**src/rtl/cdc_cmd_rx.sv**
```systemverilog
// cdc_cmd_rx -- ASCII register-write command parser behind a USB CDC OUT pipe.
//
// Accepts lines of the form  W|w  HH HH  CR|LF  (address byte, data byte, in
// hex). A well-formed line produces a one-cycle wr_o strobe with addr_o/data_o
// loaded in that same cycle. A malformed line produces exactly one err_o pulse
// when the line's terminator arrives. A partial command that sits idle for
// TIMEOUT cycles is abandoned with an err_o pulse (TIMEOUT = 0 disables this).
//
// Optional feature macro: CDC_CMD_ECHO_EN -- echoes every accepted byte on the
// tx_* port through a one-entry buffer. Without it the tx_* outputs are 0.
//
// Ports:
//   clk_i, rstn_i        clock, asynchronous active-low reset
//   rx_data_i/valid_i    host-to-device byte stream
//   rx_ready_o           byte accepted when rx_valid_i && rx_ready_o
//   wr_o, addr_o, data_o register write strobe and committed address/data
//   err_o                one-cycle malformed-line / timeout pulse
//   tx_data_o/valid_o    echo byte stream, tx_ready_i is its ready
//   dbg_state_o          current parser state, for observation only
//
// Handshake: both byte streams are valid/ready; a transfer happens on a rising
// clk_i edge where valid and ready are both high. valid, once raised by the
// echo side, is held with stable data until that transfer.
module cdc_cmd_rx #(
    parameter logic [23:0] TIMEOUT = 24'd12_000_000
) (
    input  logic       clk_i,
    input  logic       rstn_i,
    input  logic [7:0] rx_data_i,
    input  logic       rx_valid_i,
    output logic       rx_ready_o,
    output logic       wr_o,
    output logic [7:0] addr_o,
    output logic [7:0] data_o,
    output logic       err_o,
    output logic [7:0] tx_data_o,
    output logic       tx_valid_o,
    input  logic       tx_ready_i,
    output logic [2:0] dbg_state_o
);

    typedef enum logic [2:0] {
        IDLE, A_HI, A_LO, D_HI, D_LO, EOL, WRITE, ERR
    } state_t;

    state_t      state_q, state_d;
    logic        ready_q;
    logic        echo_block;
    logic        accept;
    logic        is_eol, is_w;
    logic        dig_ok;
    logic [3:0]  dig_val;
    logic        in_parse;
    logic        timeout_hit;
    logic [23:0] cnt_q;
    logic        err_d, err_q;
    logic        commit;
    logic [7:0]  pend_addr_q, pend_data_q;
    logic [7:0]  addr_q, data_q;

    // ready_q keeps rx_ready_o low in reset and rises on the first clock after.
    assign rx_ready_o = ready_q && (state_q != WRITE) && !echo_block;
    assign accept     = rx_valid_i && rx_ready_o;
    assign is_eol     = (rx_data_i == 8'h0D) || (rx_data_i == 8'h0A);
    assign is_w       = (rx_data_i == 8'h57) || (rx_data_i == 8'h77);
    assign in_parse   = (state_q == A_HI) || (state_q == A_LO) || (state_q == D_HI) ||
                        (state_q == D_LO) || (state_q == EOL);
    // Fires on the idle cycle that would bring the counter to TIMEOUT.
    assign timeout_hit = (TIMEOUT != 24'd0) && in_parse && !accept &&
                         (cnt_q == TIMEOUT - 24'd1);

    assign wr_o        = (state_q == WRITE);
    assign err_o       = err_q;
    assign addr_o      = addr_q;
    assign data_o      = data_q;
    assign dbg_state_o = state_q;

    // Hex digit decode: letters A-F / a-f have low nibble 1..6, +9 gives 10..15.
    always_comb begin
        dig_ok  = 1'b0;
        dig_val = 4'h0;
        if (rx_data_i >= 8'h30 && rx_data_i <= 8'h39) begin
            dig_ok  = 1'b1;
            dig_val = rx_data_i[3:0];
        end else if ((rx_data_i >= 8'h41 && rx_data_i <= 8'h46) ||
                     (rx_data_i >= 8'h61 && rx_data_i <= 8'h66)) begin
            dig_ok  = 1'b1;
            dig_val = rx_data_i[3:0] + 4'd9;
        end
    end

    always_ff @(posedge clk_i or negedge rstn_i) begin
        if (!rstn_i) begin
            state_q <= IDLE;
            ready_q <= 1'b0;
        end else begin
            state_q <= state_d;
            ready_q <= 1'b1;
        end
    end

    // A terminator that shows up where a digit is expected already ends the
    // bad line, so it reports the error at once instead of waiting in ERR for
    // another terminator (which would swallow the following line).
    always_comb begin
        state_d = state_q;
        err_d   = 1'b0;
        commit  = 1'b0;
        case (state_q)
            IDLE: begin
                if (accept) begin
                    if (is_w)        state_d = A_HI;
                    else if (is_eol) state_d = IDLE;
                    else             state_d = ERR;
                end
            end
            A_HI, A_LO, D_HI, D_LO: begin
                if (accept) begin
                    if (dig_ok) begin
                        case (state_q)
                            A_HI:    state_d = A_LO;
                            A_LO:    state_d = D_HI;
                            D_HI:    state_d = D_LO;
                            default: state_d = EOL;
                        endcase
                    end else if (is_eol) begin
                        state_d = IDLE;
                        err_d   = 1'b1;
                    end else begin
                        state_d = ERR;
                    end
                end else if (timeout_hit) begin
                    state_d = IDLE;
                    err_d   = 1'b1;
                end
            end
            EOL: begin
                if (accept) begin
                    if (is_eol) begin
                        state_d = WRITE;
                        commit  = 1'b1;
                    end else begin
                        state_d = ERR;
                    end
                end else if (timeout_hit) begin
                    state_d = IDLE;
                    err_d   = 1'b1;
                end
            end
            WRITE: state_d = IDLE;
            ERR: begin
                if (accept && is_eol) begin
                    state_d = IDLE;
                    err_d   = 1'b1;
                end
            end
            default: state_d = IDLE;
        endcase
    end

    // Idle counter runs only while a command is partially received.
    always_ff @(posedge clk_i or negedge rstn_i) begin
        if (!rstn_i)                              cnt_q <= 24'd0;
        else if (!in_parse || accept || timeout_hit) cnt_q <= 24'd0;
        else                                      cnt_q <= cnt_q + 24'd1;
    end

    // Pending nibbles stay private until the terminator commits them.
    always_ff @(posedge clk_i or negedge rstn_i) begin
        if (!rstn_i) begin
            pend_addr_q <= 8'h00;
            pend_data_q <= 8'h00;
            addr_q      <= 8'h00;
            data_q      <= 8'h00;
            err_q       <= 1'b0;
        end else begin
            err_q <= err_d;
            if (accept && dig_ok) begin
                case (state_q)
                    A_HI:    pend_addr_q[7:4] <= dig_val;
                    A_LO:    pend_addr_q[3:0] <= dig_val;
                    D_HI:    pend_data_q[7:4] <= dig_val;
                    D_LO:    pend_data_q[3:0] <= dig_val;
                    default: ;
                endcase
            end
            if (commit) begin
                addr_q <= pend_addr_q;
                data_q <= pend_data_q;
            end
        end
    end

`ifdef CDC_CMD_ECHO_EN
    logic       tx_valid_q;
    logic [7:0] tx_data_q;

    // One-entry buffer: rx is stalled while it is full, so nothing is dropped.
    always_ff @(posedge clk_i or negedge rstn_i) begin
        if (!rstn_i) begin
            tx_valid_q <= 1'b0;
            tx_data_q  <= 8'h00;
        end else if (accept) begin
            tx_valid_q <= 1'b1;
            tx_data_q  <= rx_data_i;
        end else if (tx_valid_q && tx_ready_i) begin
            tx_valid_q <= 1'b0;
        end
    end

    assign echo_block = tx_valid_q;
    assign tx_valid_o = tx_valid_q;
    assign tx_data_o  = tx_data_q;
`else
    logic unused_tx_ready;

    assign unused_tx_ready = tx_ready_i;
    assign echo_block      = 1'b0;
    assign tx_valid_o      = 1'b0;
    assign tx_data_o       = 8'h00;
`endif

endmodule

```
**config.mk**
```make
export PLATFORM = sky130hd
export DESIGN_NAME = cdc_cmd_rx
export DESIGN_NICKNAME = d
export VERILOG_FILES = /design/src/rtl/cdc_cmd_rx.sv
export SDC_FILE = /design/constraint.sdc
export NUM_CORES = 1
export LEC_CHECK = 0
export ABC_AREA = 1
export BUFFER_PORTS_ARGS = -buffer_cell sky130_fd_sc_hd__buf_2
export CAP_MARGIN = 15
export CORE_MARGIN = 4
export CORE_UTILIZATION = 52
export CTS_CLUSTER_DIAMETER = 60
export CTS_CLUSTER_SIZE = 16
export DETAILED_ROUTE_END_ITERATION = 12
export HOLD_SLACK_MARGIN = 0.05
export PLACE_DENSITY_LB_ADDON = 0.15
export SETUP_SLACK_MARGIN = 0.5
export SLEW_MARGIN = 20
export SYNTH_ARGS = -nofsm -noshare
export SYNTH_HDL_FRONTEND = slang
export SYNTH_SLANG_ARGS = --single-unit
export TNS_END_PERCENT = 10
```
**constraint.sdc**
```tcl
create_clock -name clk_i -period 1.6 [get_ports clk_i]
set_input_delay 0.32 -clock clk_i [delete_from_list [all_inputs] [get_ports clk_i]]
set_output_delay 0.32 -clock clk_i [all_outputs]
set_load 0.02 [all_outputs]
```
Word-level counts from Yosys, hierarchy flattened. Index checks and enable logic that the tools add are counted.

Reductions and logical operators: 27. Magnitude comparators: 6. Equal/unequal tests: 15. Add/subtract/negate cells: 2. Mux-type cells: 25.

Operator list (count): 24-bit by 1-bit adder with 24-bit output, second input constant (1); 24-bit equality test, second input constant (1); 24-bit two-way mux (1); 3-bit two-way mux (8); 8-bit by 4-bit equality test with 1-bit output, second input constant (2); 8-bit by 7-bit equality test with 1-bit output, second input constant (2); 8-bit by 7-bit >= comparator with 1-bit output, second input constant (2); 8-bit by 7-bit <= comparator with 1-bit output, second input constant (2); 3-bit one-hot mux with 5 select lines (1); 3-bit equality test, second input constant (4); 1-bit two-way mux (11); 2-bit AND reduction (5); 1-bit logical AND (9); 1-bit logical OR (9); 3-bit one-hot mux with 3 select lines (1); 8-bit by 6-bit >= comparator with 1-bit output, second input constant (1); 8-bit by 6-bit <= comparator with 1-bit output, second input constant (1); 4-bit two-way mux (2); 3-bit by 2-bit equality test with 1-bit output, second input constant (2); 4-bit adder, second input constant (1); 2-bit inequality test, second input constant (2); 4-bit OR reduction (1); 3-bit by 1-bit equality test with 1-bit output, second input constant (1); 3-bit logical NOT (1); 3 further kinds (4).

Flip-flop bits (word level): 61. Logic and storage cells: 85. Bits of input ports: 12.

Depth between registers and ports, before layout.
Depth after elaboration: 10. Gate-level depth with buffers: 12. Mapped depth without buffers: 12.

Least setup slack after synthesis. OpenSTA, ideal clock, no wires.

Path kind: flip-flop to flip-flop. From: register state_q[0] (netlist: dbg_state_o[0]). To: register addr_q[5] (netlist: addr_o[5]). Setup time: 0.125 ns. Arrival time: 1.487 ns. Cell stages (with the launch flop): 8. Data required time: 1.475 ns. Slack: -0.012 ns. Cells stage by stage: dfrtp_1 inv_2 nand3_4 nand3_4 nor2_4 nand2_4 buf_6 mux2_4.

Word-level cells in the longest chain between the ends: 5. Elaborated cells on any way between the ends: 6. Classes of those cells: eq/ne (2); mux (2); reduce/logical (2).

RTL lines: start, declared (RTL line 46) `state_t state_q, state_d;`; start signal, assigned (RTL line 97) `state_q <= state_d;`; 3-bit inequality test (RTL line 62) `assign rx_ready_o = ready_q && (state_q != WRITE) && !echo_block;`; 1-bit logical AND (RTL line 62); 1-bit logical AND (RTL line 63) `assign accept = rx_valid_i && rx_ready_o;`; 1-bit two-way mux (RTL line 138) `if (accept) begin`; 1-bit two-way mux (*) (RTL line 109) `case (state_q)`; end signal, assigned (RTL line 188) `addr_q <= pend_addr_q;`; end, declared (RTL line 59) `logic [7:0] addr_q, data_q;`.

Mark *: on every way between the ends. The rest lies on a longest branch, timed or not. A chain may end at the register's enable or synchronous reset.

Final worst setup path.
From: register cnt_q[5]. To: register cnt_q[16].

Word-level cells in the longest chain between the ends: 4. Elaborated cells on any way between the ends: 5. Classes of those cells: add/sub (1); eq/ne (1); mux (1); reduce/logical (2).

RTL lines: start, declared (RTL line 55) `logic [23:0] cnt_q;`; start signal, assigned (RTL line 165) `else cnt_q <= cnt_q + 24'd1;`; branches (longest 3 deep; another with 24-bit by 1-bit adder with 24-bit output); 24-bit two-way mux (*) (RTL line 164) `else if (!in_parse || accept || timeout_hit) cnt_q <= 24'd0;`.

Mark *: on every way between the ends.

==> flow_metrics.env <==
export IMPL_seqCellArea_um2=1534
export IMPL_ant_nets=0
export IMPL_overflow=0
export IMPL_ir_drop_mv=0.9510
export IMPL_fin_skew_ns=0.005596
export IMPL_dr_first_iter_drc_count=145
export IMPL_grt_use_total=0.2284
export IMPL_grt_max_degree=62
export IMPL_synthXorXnorAreaFrac=0.02115
export IMPL_vias=3110
export IMPL_crit_arrival_ns=1.77
export IMPL_antenna_cells=0
export IMPL_drive_gt1_frac=0.3700
export IMPL_port_buffers=32
export IMPL_power_leakage_nw=2.258
export IMPL_route_met3_wl_um=503
export IMPL_initial_core_util=0.5467
export IMPL_grt_pass1_vias=3055
export IMPL_h_tree_depth=3
export IMPL_power_density_nw_per_um2=1005
export IMPL_routed_top_layer="met4"
export IMPL_status="finished, final reports clean"
export IMPL_critPathRequiredTime_ns=1.83
export IMPL_detailed_place_hpwl_um=5552
export IMPL_wl_met2_um=3982
export IMPL_final_max_slew_violation_count=0
export IMPL_critical_path_class="flip-flop to flip-flop"
export IMPL_drc=0
export IMPL_finalPower_w=0.004555
export IMPL_place_area_um2=3841
export IMPL_avgSynthCellArea_um2=7.814
export IMPL_syn_inst=424
export IMPL_dieArea_um2=7712
export IMPL_syn_area_um2=3313
export IMPL_max_freq_ghz=0.6525
export IMPL_wl_um=8341
export IMPL_cts_buffer_depth=2
export IMPL_clk_latency_ns=0.34
export IMPL_routabilityCongestion=0.9182
export IMPL_ys_warn_count=0
export IMPL_rsz0062_at_grt="yes"
export IMPL_startpoint_type="flip-flop"
export IMPL_fin_crit_ns=1.532
export IMPL_yosysSeqAreaShare=0.4607
export IMPL_grt_pass1_wl_um=13920
export IMPL_cts_tree="built"
export IMPL_hold_path_class="input port to flip-flop"
export IMPL_synth_top_family_by_area="simple AND/OR/NAND/NOR gates"
export IMPL_tns_ns=0
export IMPL_max_cap_violations=0
export IMPL_drtPass1Iterations=5
export IMPL_die_height_um=87.82
export IMPL_multi_input_area_um2=1790
export IMPL_nets=539
export IMPL_pre_cts_slack_ns=-0.1647
export IMPL_antenna_found_initial=0
export IMPL_wl_met1_um=3724
export IMPL_setup_viol=0
export IMPL_core_um2=6061
export IMPL_routedWlPerCell_um=13.86
export IMPL_cts_root_buf="clkbuf_8"
export IMPL_finalCritPeriodShare=0.9578
export IMPL_n_fill_cell=445
export IMPL_area_growth_pct=36.74
export IMPL_design_area_um2=4531
export IMPL_viasPerCell=5.166
export IMPL_endpoint_kind="flip-flop"
export IMPL_synth_compound_area_frac=0.06193
export IMPL_cts_sinks=61
export IMPL_timing_hold_ws_ns=0.3808
export IMPL_synth_fa_ha_area_frac=0.01888
export IMPL_io_pins=43
export IMPL_cp_max_fo=5
export IMPL_cts_buffers=9
export IMPL_slew_headroom=0.6223
export IMPL_die_w_um=87.82
export IMPL_tightest_slew_ns=0.5606
export IMPL_row_count=28
export IMPL_muxShareOfSynthArea=0.02606
export IMPL_ys_ff_latch=61
export IMPL_synthSimpleGateAreaFrac=0.3097
export IMPL_clk_pin_slew_worst_paths_ns=0.07
export IMPL_final_hold_viol_count=0
export IMPL_synth_distinct_cells=33
export IMPL_worst_slack_ns=0.06751
-- worst paths after layout --
| path | start | end | slack (ns) | cells after the start |
|---|---|---|---|---|
| max in group asynchronous | rstn_i | cnt_q[8]$_DFF_PN0_ | 0.81 | 3 |
| min reg2reg | pend_data_q[3]$_DFFE_PN0P_ | pend_data_q[3]$_DFFE_PN0P_ | 0.48 | 2 |
| max | cnt_q[5]$_DFF_PN0_ | cnt_q[16]$_DFF_PN0_ | 0.07 | 6 |
| max reg2reg | cnt_q[5]$_DFF_PN0_ | cnt_q[16]$_DFF_PN0_ | 0.07 | 6 |
| min | rx_valid_i | dbg_state_o[0]$_DFFE_PN0P_ | 0.38 | 4 |
| min in group asynchronous | rstn_i | cnt_q[3]$_DFF_PN0_ | 0.52 | 3 |
-- repair_timing --
item | CTS | global route
gates resized for setup | 33 | 36
pin swaps | 10 | 12
hold buffers | 1 | 0
buffers inserted | 16 | 16
endpoints found under the hold margin | 61 | 0
endpoints found under the setup margin | 82 | 82
cloned | 0 | 0
-- power by group --
group | internal, W | switching (W) | total [W]
clock network | 0.000764 | 0.000630 | 0.00139
logic | 0.000555 | 0.000809 | 0.00136
registers | 0.00168 | 0.000119 | 0.00180
-- cell usage in the layout (no fill, tap or decap), drive strengths merged --
cell type / n
inv: 64
clkbuf: 11
nand3: 23
dfrtp: 61
mux2: 7
a211oi: 1
nor3b: 5
clkinv: 1
nor2: 60
bufinv: 1
nor4: 5
a21oi: 8
clkinvlp: 2
ha: 5
conb: 10
o22ai: 1
nand3b: 1
xor2: 5
a31oi: 1
nand4: 10
dlygate4sd3: 1
nand2: 107
o21ai: 29
nor3: 14
xnor2: 3
buf: 91
-- synth_stat cells --
library cell / n / share of area
o22ai_1: 1 / 0.0019
a211oi_1: 1 / 0.0023
conb_1: 2 / 0.0023
nand4_1: 10 / 0.019
nor3_2: 1 / 0.0030
a31oi_1: 1 / 0.0019
inv_1: 60 / 0.068
inv_2: 3 / 0.0034
xor2_1: 5 / 0.013
nand3_4: 2 / 0.011
a21oi_1: 8 / 0.012
xnor2_1: 3 / 0.0079
nand3b_1: 1 / 0.0023
clkbuf_1: 1 / 0.0011
nor3_1: 13 / 0.020
nand2_1: 101 / 0.11
nand3_1: 21 / 0.032
nor4_1: 5 / 0.0094
buf_4: 9 / 0.020
nor2_2: 2 / 0.0038
buf_6: 1 / 0.0034
dfrtp_1: 61 / 0.46
o21ai_1: 2 / 0.0030
nor3b_1: 5 / 0.011
buf_2: 2 / 0.0030
nor2_1: 56 / 0.063
mux2_4: 2 / 0.0091
nand2_4: 2 / 0.0068
o21ai_0: 27 / 0.041
ha_1: 5 / 0.019
nand2_2: 4 / 0.0076
nor2_4: 2 / 0.0068
mux2_2: 5 / 0.017
-- cell families (layout without fill, tap and decap cells) --
kind of cell	count (synthesis)	count (layout)
AOI/OAI and AO/OA	40	40
xor gates and xnor gates	8	8
adders and majority gates	5	5
buffers and inverters	76	171
DFF	61	61
muxes	7	7
other	2	10
and+or+nand+nor	225	225
-- sequential cells by signal, indices dropped and copies added, names as in the netlist --
name / count
pend_addr_q: 8
ready_q: 1
data_o: 8
err_o: 1
pend_data_q: 8
dbg_state_o: 3
cnt_q: 24
addr_o: 8
-- critical path: stages, from the launching register on --
cell,delay [ns]
dfrtp_1,0.39
inv_1,0.10
nor3_4,0.26
nand2_4,0.12
nor4_1,0.32
xnor2_1,0.17
nor2_1,0.06
-- metrics by stage --
step                instances  utilization
CTS                       586       0.7079
floorplan                 432            -
global placement          553       0.6338
finish                    602       0.7475
detailed placement        553       0.6338
global route              602       0.7475
-- metal layers --
metal / track usage / vias to the layer above
met2: 0.3582 / 110
li1: - / 1523
met5: 0 / -
met4: 0.07392 / 0
met1: 0.3159 / 1463
met3: 0.05080 / 14
-- layout make-up --
type / instances / share of cell area
clock buffers: 11 / 0.03121
clock inverters: 5 / 0.01298
inverters: 63 / 0.05551
multi-input cells: 295 / 0.3952
flip-flops and latches: 61 / 0.3386
well taps: 75 / 0.02071
repair buffers: 92 / 0.1458
Power figures use the tool's default switching activity.
